`src/rtl/input_demux_reg.sv`:
```
// input_demux_reg: rebuilds packed 32-bit buffer words from replicated
// lane words on the fusion-array lane bus. It strips the 2-bit replicas,
// flags any replica disagreement (sticky), gathers 1, 2 or 4 beats per
// word, and holds each finished word in a registered output slot.
//
// Handshake: a beat moves on a rising edge where in_valid && in_ready; a
// word moves on a rising edge where out_valid && out_ready. in_ready never
// looks at in_valid. It drops only when the pending beat would complete a
// word while the output slot is full and not being drained this cycle.
module input_demux_reg (
  input  logic        clk,
  input  logic        reset,
  input  logic [1:0]  weight_bitwidth,
  input  logic        in_valid,
  output logic        in_ready,
  input  logic [31:0] sorted_data,
  output logic        out_valid,
  input  logic        out_ready,
  output logic [31:0] buffer,
  output logic        dup_error
);

  logic [1:0]  beat_cnt_q, beat_cnt_d;
  logic [1:0]  mode_q, mode_d;
  logic [31:0] acc_q, acc_d;
  logic [31:0] buffer_q, buffer_d;
  logic        out_valid_q, out_valid_d;
  logic        dup_error_q, dup_error_d;

  // Lane extraction and replica comparison for both replicated modes.
  logic [7:0][1:0] lane4;
  logic [7:0]      dup4_bits;
  logic [3:0][1:0] lane8;
  logic [3:0]      dup8_bits;

  genvar k;
  for (k = 0; k < 8; k++) begin : g_lane4
    assign lane4[k]     = sorted_data[4*k +: 2];
    assign dup4_bits[k] = (sorted_data[4*k+2 +: 2] != sorted_data[4*k +: 2]);
  end

  for (k = 0; k < 4; k++) begin : g_lane8
    assign lane8[k]     = sorted_data[8*k +: 2];
    assign dup8_bits[k] = (sorted_data[8*k+2 +: 2] != sorted_data[8*k +: 2]) ||
                          (sorted_data[8*k+4 +: 2] != sorted_data[8*k +: 2]) ||
                          (sorted_data[8*k+6 +: 2] != sorted_data[8*k +: 2]);
  end

  logic        dup01, dup1x;
  logic [15:0] slice16;
  logic [7:0]  slice8;

  // In 2-beat mode the sorter interleaves lanes 1/2 and 5/6; undo that here.
  assign dup01   = |dup4_bits;
  assign dup1x   = |dup8_bits;
  assign slice16 = {lane4[7], lane4[5], lane4[6], lane4[4],
                    lane4[3], lane4[1], lane4[2], lane4[0]};
  assign slice8  = {lane8[3], lane8[2], lane8[1], lane8[0]};

  // The mode for the beat on the bus: live input on beat 0, latched after.
  logic [1:0]  eff_mode;
  logic        final_beat;
  logic        beat_dup;
  logic [31:0] merged;
  logic        accept;

  assign eff_mode = (beat_cnt_q == 2'd0) ? weight_bitwidth : mode_q;

  // Merge the current beat's slice into the accumulator and classify the beat.
  always_comb begin
    merged     = acc_q;
    beat_dup   = 1'b0;
    final_beat = 1'b0;
    if (eff_mode == 2'b00) begin
      merged     = sorted_data;
      final_beat = 1'b1;
    end else if (eff_mode == 2'b01) begin
      beat_dup   = dup01;
      final_beat = (beat_cnt_q == 2'd1);
      if (beat_cnt_q[0]) merged[31:16] = slice16;
      else               merged[15:0]  = slice16;
    end else begin
      beat_dup   = dup1x;
      final_beat = (beat_cnt_q == 2'd3);
      case (beat_cnt_q)
        2'd0:    merged[7:0]   = slice8;
        2'd1:    merged[15:8]  = slice8;
        2'd2:    merged[23:16] = slice8;
        default: merged[31:24] = slice8;
      endcase
    end
  end

  assign in_ready = !(final_beat && out_valid_q && !out_ready);
  assign accept   = in_valid && in_ready;

  // Next-state: beat counting, mode latch, word completion, output slot.
  always_comb begin
    beat_cnt_d  = beat_cnt_q;
    mode_d      = mode_q;
    acc_d       = acc_q;
    buffer_d    = buffer_q;
    out_valid_d = out_valid_q;
    dup_error_d = dup_error_q;

    if (out_valid_q && out_ready) out_valid_d = 1'b0;

    if (accept) begin
      if (beat_cnt_q == 2'd0) mode_d = weight_bitwidth;
      if (beat_dup)           dup_error_d = 1'b1;
      if (final_beat) begin
        buffer_d    = merged;
        out_valid_d = 1'b1;
        beat_cnt_d  = 2'd0;
        acc_d       = 32'h0;
      end else begin
        acc_d      = merged;
        beat_cnt_d = beat_cnt_q + 2'd1;
      end
    end
  end

  // State registers with synchronous reset.
  always_ff @(posedge clk) begin
    if (reset) begin
      beat_cnt_q  <= 2'd0;
      mode_q      <= 2'b00;
      acc_q       <= 32'h0;
      buffer_q    <= 32'h0;
      out_valid_q <= 1'b0;
      dup_error_q <= 1'b0;
    end else begin
      beat_cnt_q  <= beat_cnt_d;
      mode_q      <= mode_d;
      acc_q       <= acc_d;
      buffer_q    <= buffer_d;
      out_valid_q <= out_valid_d;
      dup_error_q <= dup_error_d;
    end
  end

  assign out_valid = out_valid_q;
  assign buffer    = buffer_q;
  assign dup_error = dup_error_q;

endmodule

```
`config.mk`:
```
export PLATFORM = sky130hd
export DESIGN_NAME = input_demux_reg
export DESIGN_NICKNAME = d
export VERILOG_FILES = /design/src/rtl/input_demux_reg.sv
export SDC_FILE = /design/constraint.sdc
export NUM_CORES = 1
export LEC_CHECK = 0
export CAP_MARGIN = 20
export CORE_MARGIN = 2
export CORE_UTILIZATION = 26
export CTS_BUF_LIST = sky130_fd_sc_hd__clkbuf_16
export DETAILED_ROUTE_END_ITERATION = 7
export MAX_ROUTING_LAYER = met4
export PLACE_DENSITY = 0.48
export SYNTH_ARGS = -nofsm -noshare
export SYNTH_HDL_FRONTEND = slang
export SYNTH_SLANG_ARGS = --single-unit
export TNS_END_PERCENT = 30
```
`constraint.sdc`:
```
create_clock -name clk -period 2.8 [get_ports clk]
set_input_delay 0.56 -clock clk [delete_from_list [all_inputs] [get_ports clk]]
set_output_delay 0.56 -clock clk [all_outputs]
set_load 0.02 [all_outputs]
```
Word-level counts from Yosys, hierarchy flattened
Index checks and enable logic that the tools add are counted.
{ "word_totals": {"ff_bits": 70, "out_inout_bits": 35} }
{ "classes": {"add_sub_neg": 1, "eq_ne": 20, "muxes": 18, "n_reduce_logical": 21} }
{ "ops": {"columns": ["op", "count"], "rows": [
  ["32-bit two-way mux", 3],
  ["16-bit two-way mux", 2],
  ["8-bit two-way mux", 4],
  ["2-bit inequality test", 16],
  ["1-bit logical OR", 8],
  ["8-bit OR reduction", 1],
  ["1-bit two-way mux", 7],
  ["2-bit by 1-bit equality test with 1-bit output, second input constant", 2],
  ["2-bit equality test, second input constant", 2],
  ["1-bit logical AND", 4],
  ["2-bit zero test", 2],
  ["2-bit two-way mux", 2],
  ["2-bit AND reduction", 2],
  ["4-bit OR reduction", 1],
  ["3-bit OR reduction", 1],
  ["2-bit by 1-bit adder with 2-bit output, second input constant", 1],
  ["1-bit zero test", 2]
]} }

Depth between registers and ports, before layout
{ "logic_depth": {"depth_word": 10, "depth_mapped": 11, "mapped_depth_nobuf": 7} }

Worst setup path before layout
No wires, ideal clock.
{ "synth_path": {"path_type": "reg2reg", "startpoint": "register beat_cnt_q[0]", "endpoint": "register acc_q[15]", "setup_time_ps": 79, "arrival_time_ps": 2313, "required_ps": 2721, "slack_ps": 408, "path_stages_with_launch": 10, "path_buffers": 2, "synth_period_minus_slack_ps": 2392, "cell_sequence": "dfxtp_1 -> inv_1 -> ha_1 -> buf_6 -> mux2_4 -> a2111o_1 -> a21oi_2 -> buf_2 -> nand2_1 -> o211ai_1"} }
{ "synth_via": {"elab_chain_len": 9} }
{ "synth_rtl": {"columns": ["item", "line_no", "source"], "rows": [
  ["start, declared", "23", "logic [1:0] beat_cnt_q, beat_cnt_d;"],
  ["start signal, assigned", "133", "beat_cnt_q <= beat_cnt_d;"],
  ["2-bit zero test", "67", "assign eff_mode = (beat_cnt_q == 2'd0) ? weight_bitwidth : mode_q;"],
  ["2-bit two-way mux", null, null],
  ["2-bit by 1-bit equality test with 1-bit output", "77", "end else if (eff_mode == 2'b01) begin"],
  ["1-bit two-way mux", "77", null],
  ["1-bit two-way mux (*)", "74", "if (eff_mode == 2'b00) begin"],
  ["1-bit logical AND (*) (2 in a row)", "94", "assign in_ready = !(final_beat && out_valid_q && !out_ready);"],
  ["1-bit zero test (*)", "94", null],
  ["via in_ready", "15", "output logic in_ready,"],
  ["1-bit logical AND (*)", "95", "assign accept = in_valid && in_ready;"],
  ["end signal, assigned", "128", "acc_q <= 32'h0;"],
  ["end signal, assigned", "135", "acc_q <= acc_d;"],
  ["end, declared", "25", "logic [31:0] acc_q, acc_d;"]
]} }
Mark *: on every way through the listed nets, which the timed path passes. The rest lies on a longest branch.
A chain may end at the register's enable or synchronous reset.

Final worst setup path
{ "layout_path": {"startpoint": "register beat_cnt_q[1]", "endpoint": "output port in_ready"} }
{ "layout_via": {"elab_chain_len": 8} }
{ "layout_rtl": {"columns": ["item", "line_no"], "rows": [
  ["2-bit zero test", "67"],
  ["2-bit two-way mux", null],
  ["2-bit by 1-bit equality test with 1-bit output", "77"],
  ["1-bit two-way mux", "77"],
  ["1-bit two-way mux (*)", "74"],
  ["1-bit logical AND (*) (2 in a row)", "94"],
  ["1-bit zero test (*)", "94"],
  ["end, declared", "15"]
]} }
Mark *: on every way between the ends. The rest lies on a longest branch, timed or not.

==> run summary <==
Setup WS pre-CTS = -0.0138 ns
root buffer cell = clkbuf_16
Clock Skew = 0.00389 ns
fraction of layout cells with a size suffix above 1 = 0.168
Ant. Diodes = 0
Hold Path Class = register to register
largest cells by area after synthesis = dfxtp_1, nand2_1, nand2b_1
final setup violation count = 0
Max Freq = 381 MHz
CP max FO = 4
CP max stage delay = 0.42 ns
WP data required = 2.24 ns
# fillers = 1565
sequential area share after synthesis = 0.348
Yosys reg bits = 70
Clock transition at path regs = 0.06 ns
Final min period = 2.62 ns
Worst Max-Slew Pin Slew = 0.611 ns
Overflow after GRT = 0
Tcrit/Tclk final = 0.937
CP startpoint kind = register
area of the core = 15100 um2
main flop type after synthesis = dfxtp_1
Post-synth EDFFs = 0
gpl congestion = 0.874
initial drt markers = 375
Fin. Hold Viols = 0
routed vias = 4114
PwrDens = 577 nW/um2
syn_area_per_cell = 8.70 um2
worst-case clock buffer depth = 2
vias per cell = 5.49
CTS tree = yes
maximum number of pins on one net before global-route repair = 45
hpwl dp = 10900 um
die area = 16500 um2
Post-CTS Setup Bufs = 0
Syn Nets = 505
first-pass GRT wire length = 23400 um
initial antenna violation count = 0
height of the die = 128 um
# IOs = 73
WP data arrival = 2.06 ns
Slew Limit Fails = 0
area leader, netlist = dfxtp_1
H-tree depth = 3
kind of end point of the critical path = output port
final setup TNS = 0 ns
post-synth top area share = 0.348
drt total wl = 15000 um
Post-Synthesis Cells = 463
worst-path cell chain = inv_1, ha_1, mux2_4, a2111o_1, dlygate4sd2_1
Wirelength per Cell = 20.0 um
ys async rst share = 0
worst hold start = acc_q[16]$_SDFFE_PP0P_
status = completed
Rel. slew slack = 0.593
Final nets = 598
layout overhead on the synthesized area = 36.2%
TritonCTS Sinks = 70
Buffers on Ports = 72
Worst R2R Start = beat_cnt_q[1]$_SDFFE_PP0P_
Worst Setup Path Type = register to output port
Tot GR Track Use = 0.193
Cell Area, Synth = 4030 um2
Static Leak = 1.97 nW
Setup crit start = beat_cnt_q[1]$_SDFFE_PP0P_
DR pass1 iterations = 7
Routed Antenna Nets = 0
Die X = 128 um
max-cap violations = 0
Num CTS Buffers = 9
worst setup margin = 0.176 ns
Slowest cell on crit path = a2111o_1
# DRC = 0
Netlist cell types = 61
Peak VDD IR = 0.000285 V
std cell rows = 45
Hold Buf Count CTS = 0
RSZ-0062 raised after global routing = no
Synth Warn # = 0
Starting Density = 0.266
vias in the first global route = 4137
clock latency on the worst-skew pair = 0.34 ns
## path summary, 6_finish.rpt
check	slack (ns)	depth (start not counted)	endpoint
min	0.44	2	acc_q[16]$_SDFFE_PP0P_
min reg2reg	0.44	2	acc_q[16]$_SDFFE_PP0P_
max reg2reg	0.37	9	buffer[24]$_SDFFE_PP0P_
max	0.18	5	in_ready
## power by group
part           internal [W]  total, W  switching [W]  leakage, nW
sequential          0.00108   0.00113      0.0000514        0.572
combinational      0.000403  0.000923       0.000520         1.25
clock              0.000676   0.00111       0.000434        0.151
## timing repair
item	4_1_cts	5_1_grt
pin swaps	0	0
resized for setup	1	3
setup endpoints to repair	1	3
## registers in the layout, indices dropped and copies added (netlist names)
| register | cells |
|---|---|
| beat_cnt_q | 2 |
| acc_q | 32 |
| mode_q | 2 |
| out_valid | 1 |
| dup_error | 1 |
| buffer | 32 |
## layout make-up
cell class | count | area (um2) | share of cell area
Clock buffer | 9 | 225 | 0.0411
Timing Repair Buffer | 120 | 1120 | 0.205
Inverter | 8 | 30.0 | 0.00547
Sequential cell | 70 | 1400 | 0.256
Multi-Input combinational cell | 347 | 2410 | 0.439
Clock inverter | 7 | 57.6 | 0.0105
Tap cell | 188 | 235 | 0.0429
## worst max-delay path: cells and delay by family (launching register included)
kind	cells	cell delay (ns)
flops	1	0.37
compound gates	1	0.42
buf+inv	2	0.40
fa+ha+maj	1	0.22
mux	1	0.31
## Yosys cell counts (9+ instances only)
cell type / number
nor2_1: 31
and3_1: 11
nand3_1: 9
a211oi_1: 10
o21ai_0: 30
buf_2: 9
nand2b_1: 24
dfxtp_1: 70
nand2_1: 40
a311oi_1: 10
a22o_1: 9
a211oi_2: 11
a21oi_1: 17
clkbuf_1: 22
xor2_1: 16
o32ai_1: 9
## kinds of logic (layout without fill, tap and decap cells)
family	after synthesis	count (layout)	share of synthesized area
AO/OA/AOI/OAI	174	174	0.346
XOR/XNOR	16	16	0.0348
adder cells (fa/ha/maj)	4	4	0.0124
buffers and inverters	46	144	0.0569
flip-flops	70	70	0.348
multiplexers	3	3	0.00870
AND/OR/NAND/NOR	150	150	0.193
## metal layers
metal  vias up  GRT usage  routed length [um]
li1       1944          -                   -
met1      1972      0.256                7010
met2       174      0.288                6570
met3        24     0.0395                1050
met4         0     0.0769                 355
met5         -          -                   0
## placed cells by master, fill, tap and decap left out, types with 5 or more instances in the layout
cell type        count
a21o_1               5
dfxtp_1             69
a21oi_1             16
xor2_1              16
o21ai_0             30
buf_4               44
o2111ai_1            7
nand2_1             40
or3_1                5
a311oi_1            10
a211oi_1            10
a21boi_0             6
o211ai_1             8
a211oi_2            11
a2111oi_2            5
a22o_1               9
clkbuf_16            9
and3_1              10
o2bb2ai_1            8
o22ai_1              5
nand3_1              9
a222oi_1             5
inv_1               10
clkdlybuf4s50_1     70
nor3b_1              5
o32ai_1              9
nand2b_1            24
nor3_1               6
nor2_1              31
## metrics by stage
| step | power (W) | hold WS [ns] | util | std cells | cell area [um2] |
|---|---|---|---|---|---|
| after floorplan | 0.00166 | 0.417 | - | 463 | 4030 |
| after global placement | 0.00206 | 0.432 | 0.343 | 733 | 5190 |
| after detailed placement | 0.00206 | 0.436 | 0.343 | 733 | 5190 |
| after CTS | 0.00320 | 0.450 | 0.361 | 749 | 5470 |
| after global routing | 0.00334 | 0.473 | 0.362 | 749 | 5490 |
| final | 0.00316 | 0.444 | 0.362 | 749 | 5490 |
(Power assumes the default switching activity.)
==> variant: new RTL, same flow settings <==
`buffer_q` no longer has a reset.
--- a/src/rtl/input_demux_reg.sv
+++ b/src/rtl/input_demux_reg.sv
@@ -128,3 +128,2 @@
       acc_q       <= 32'h0;
-      buffer_q    <= 32'h0;
       out_valid_q <= 1'b0;
@@ -135,3 +134,2 @@
       acc_q       <= acc_d;
-      buffer_q    <= buffer_d;
       out_valid_q <= out_valid_d;
@@ -139,2 +137,6 @@
     end
+  end
+
+  always_ff @(posedge clk) begin
+    buffer_q <= buffer_d;
   end
Formal check against the unedited RTL: not equivalent (Yosys sat finds a counterexample within 4 cycles, from zero or initial values and one cycle with reset high).
==> variant against the unedited design <==
- sequential cell count is the same
- power shrank 3.4%
- setup slack gained 0.017 ns
- utilization grew 1.0 points
- sequential share of layout area grew 7.9 points
- cell area shrank 6.2%
- wire length shrank 20%
- area after synthesis shrank 9.3%
- synthesized cell count shrank 22%
- first-iteration DRC count shrank 46%
- critical endpoint unchanged
==> variant: results (changes against the unedited design) <==
clock_tree:
  cts_root_buffer: "clkbuf_16"  # unchanged
  ctsLongestPathBuffers: 2  # unchanged
  numCtsBuffers: 9  # unchanged
  clkLatencyLatePin_ns: 0.34  # about the same
  htreeDepth: 3  # unchanged
  cts_resized: 1  # unchanged
  path_clk_slew_ns: 0.06  # about the same
  post_cts_buffers: 0  # unchanged
power:
  leakage_nw: 2.043  # was 1.972 nW
  p_sw_w: 0.0008727  # was 0.001006 W
  peakVddDrop_mv: 0.2443  # was 0.2847 mV
timing:
  max_slew_margin: 0.6041  # was 0.5927
  finalHoldWorstSlack_ns: 0.4451  # was 0.4442 ns
  skew_ns: 0.007651  # was 0.003893 ns
synth:
  synthTopCellsByCount: "nand2_1, dfxtp_1, edfxtp_1, a22o_1, o21ai_0"  # was dfxtp_1, nand2_1, nor2_1, o21ai_0, nand2b_1
  synth.area.top_cells: "edfxtp_1, dfxtp_1, a22o_1, nand2_1, xor2_1"  # was dfxtp_1, nand2_1, nand2b_1, o21ai_0, xor2_1
  ys_types: 57  # was 61
  yosysSeqAreaShare: 0.4714  # was 0.3480
  async_flop_share: 0  # unchanged
  synth_fp_nets: 402  # was 505
  ys_warn_count: 0  # unchanged
  postSynthCellCount: 360  # was 463
  synth-edff-count: 32  # was 0
  synth-main-ff-cell: "dfxtp_1"  # unchanged
outcome:
  status: "complete, no violations"  # unchanged
routing:
  firstDrtPassIters: 7  # unchanged
  via_count: 3310  # was 4,114
  drt-initial-drc-count: 201  # was 375
  wire_per_inst_um: 18.47  # was 20.00 um
finish:
  n_antenna_cell: 0  # unchanged
  final_cells: 650  # was 749
  layout-drive-gt1-share: 0.1447  # was 0.1676
  nets: 507  # was 598
global_routing:
  grt_pass1_wl_um: 18610  # was 23,380 um
  grt_max_degree: 26  # was 45
  antenna_found_initial: 0  # unchanged
  grt_usage: 0.1707  # was 0.1931
critical_path:
  slowest_stage: "a2111o_1"  # unchanged
  cpLargestDelayFamily: "compound AO/OA/AOI/OAI gates"  # unchanged
  max_stage_delay_ns: 0.42  # about the same
  cp_data_arrival_time_ns: 2.05
  rrSetupSlack_ns: 0.36
hold_path:
  hp-class: "flip-flop to flip-flop"  # unchanged
place:
  placed_cells: 634  # was 733
  gp_congestion: 0.8741  # was 0.8743
  dpl.hpwl_um: 8985  # was 10,880 um
  portBuffers: 72  # unchanged
variant: cell count changes in the layout (fill, tap and decap cells not counted), sizes merged, moves of 7 or more:
| cell | unedited run | this run |
|---|---|---|
| o21ai | 32 | 25 |
| a311oi | 10 | 1 |
| nor2 | 31 | 14 |
| a21oi | 20 | 8 |
| a22o | 9 | 23 |
| a221o | 3 | 11 |
| a21o | 7 | 15 |
| nand2b | 24 | 3 |
| o211ai | 8 | 0 |
| o2111ai | 7 | 0 |
| dfxtp | 70 | 38 |
| o32ai | 9 | 0 |
| edfxtp | 0 | 32 |
| a211oi | 21 | 2 |
variant: routing by layer:
metal,GRT usage,vias up,wire length [um]
met5,-,-,0
met4,0.07830,0,344
met1,0.2127,1581,5532
met2,0.2604,102,5561
li1,-,1598,-
met3,0.04275,29,564
variant: power by group through the flow:
stage	logic [W]	clock network (W)	registers [W]
6_report	0.000752	0.00110	0.00120
5_1_grt	0.000808	0.00117	0.00121
4_1_cts	0.000754	0.00113	0.00120
3_5_place_dp	0.000751	0	0.00122
3_3_place_gp	0.000745	0	0.00122
2_1_floorplan	0.000340	0	0.00128
variant: cells by family (layout without fill, tap and decap cells):
family,Yosys count,after routing,share of synthesized area
AO/OA/AOI/OAI,127,127,0.2713
AND/OR/NAND/NOR,104,104,0.1425
flip-flops,70,70,0.4714
buffers and inverters,33,143,0.04316
XOR/XNOR,16,16,0.03837
multiplexers,6,6,0.01952
adder cells (fa/ha/maj),4,4,0.01370
variant: final cells by class:
type | count | area, um^2
fillers | 1355 | 8680
multi-input cells | 257 | 1789
flip-flops and latches | 70 | 1722
repair buffers | 116 | 1087
clock buffers | 9 | 225.2
well taps | 180 | 225.2
clock inverters | 7 | 57.56
inverters | 11 | 41.29
variant: worst min-delay path, delay by kind of cell (launching register included):
family / cells / cell delay [ns]
DFF: 1 / 0.31
and+or+nand+nor: 1 / 0.05
AOI/OAI and AO/OA: 1 / 0.05
variant: path summary, 6_finish.rpt:
check | startpoint | cells past startpoint | to
worst max-delay path | beat_cnt_q[0] | 5 | in_ready
worst min-delay path | acc_q[11] | 2 | acc_q[11]
worst max register to register | beat_cnt_q[1] | 9 | dup_error
worst min register to register | acc_q[11] | 2 | acc_q[11]
variant: metrics by stage:
| stage | setup WS, ns | area, um^2 | total power [W] |
|---|---|---|---|
| after detailed placement | -0.009391 | 4866 | 0.001973 |
| after global routing | 0.1097 | 5147 | 0.003183 |
| after CTS | 0.1682 | 5147 | 0.003081 |
| after floorplan | 0.07838 | 3660 | 0.001615 |
| final | 0.1931 | 5147 | 0.003057 |
| after global placement | -0.002745 | 4866 | 0.001968 |
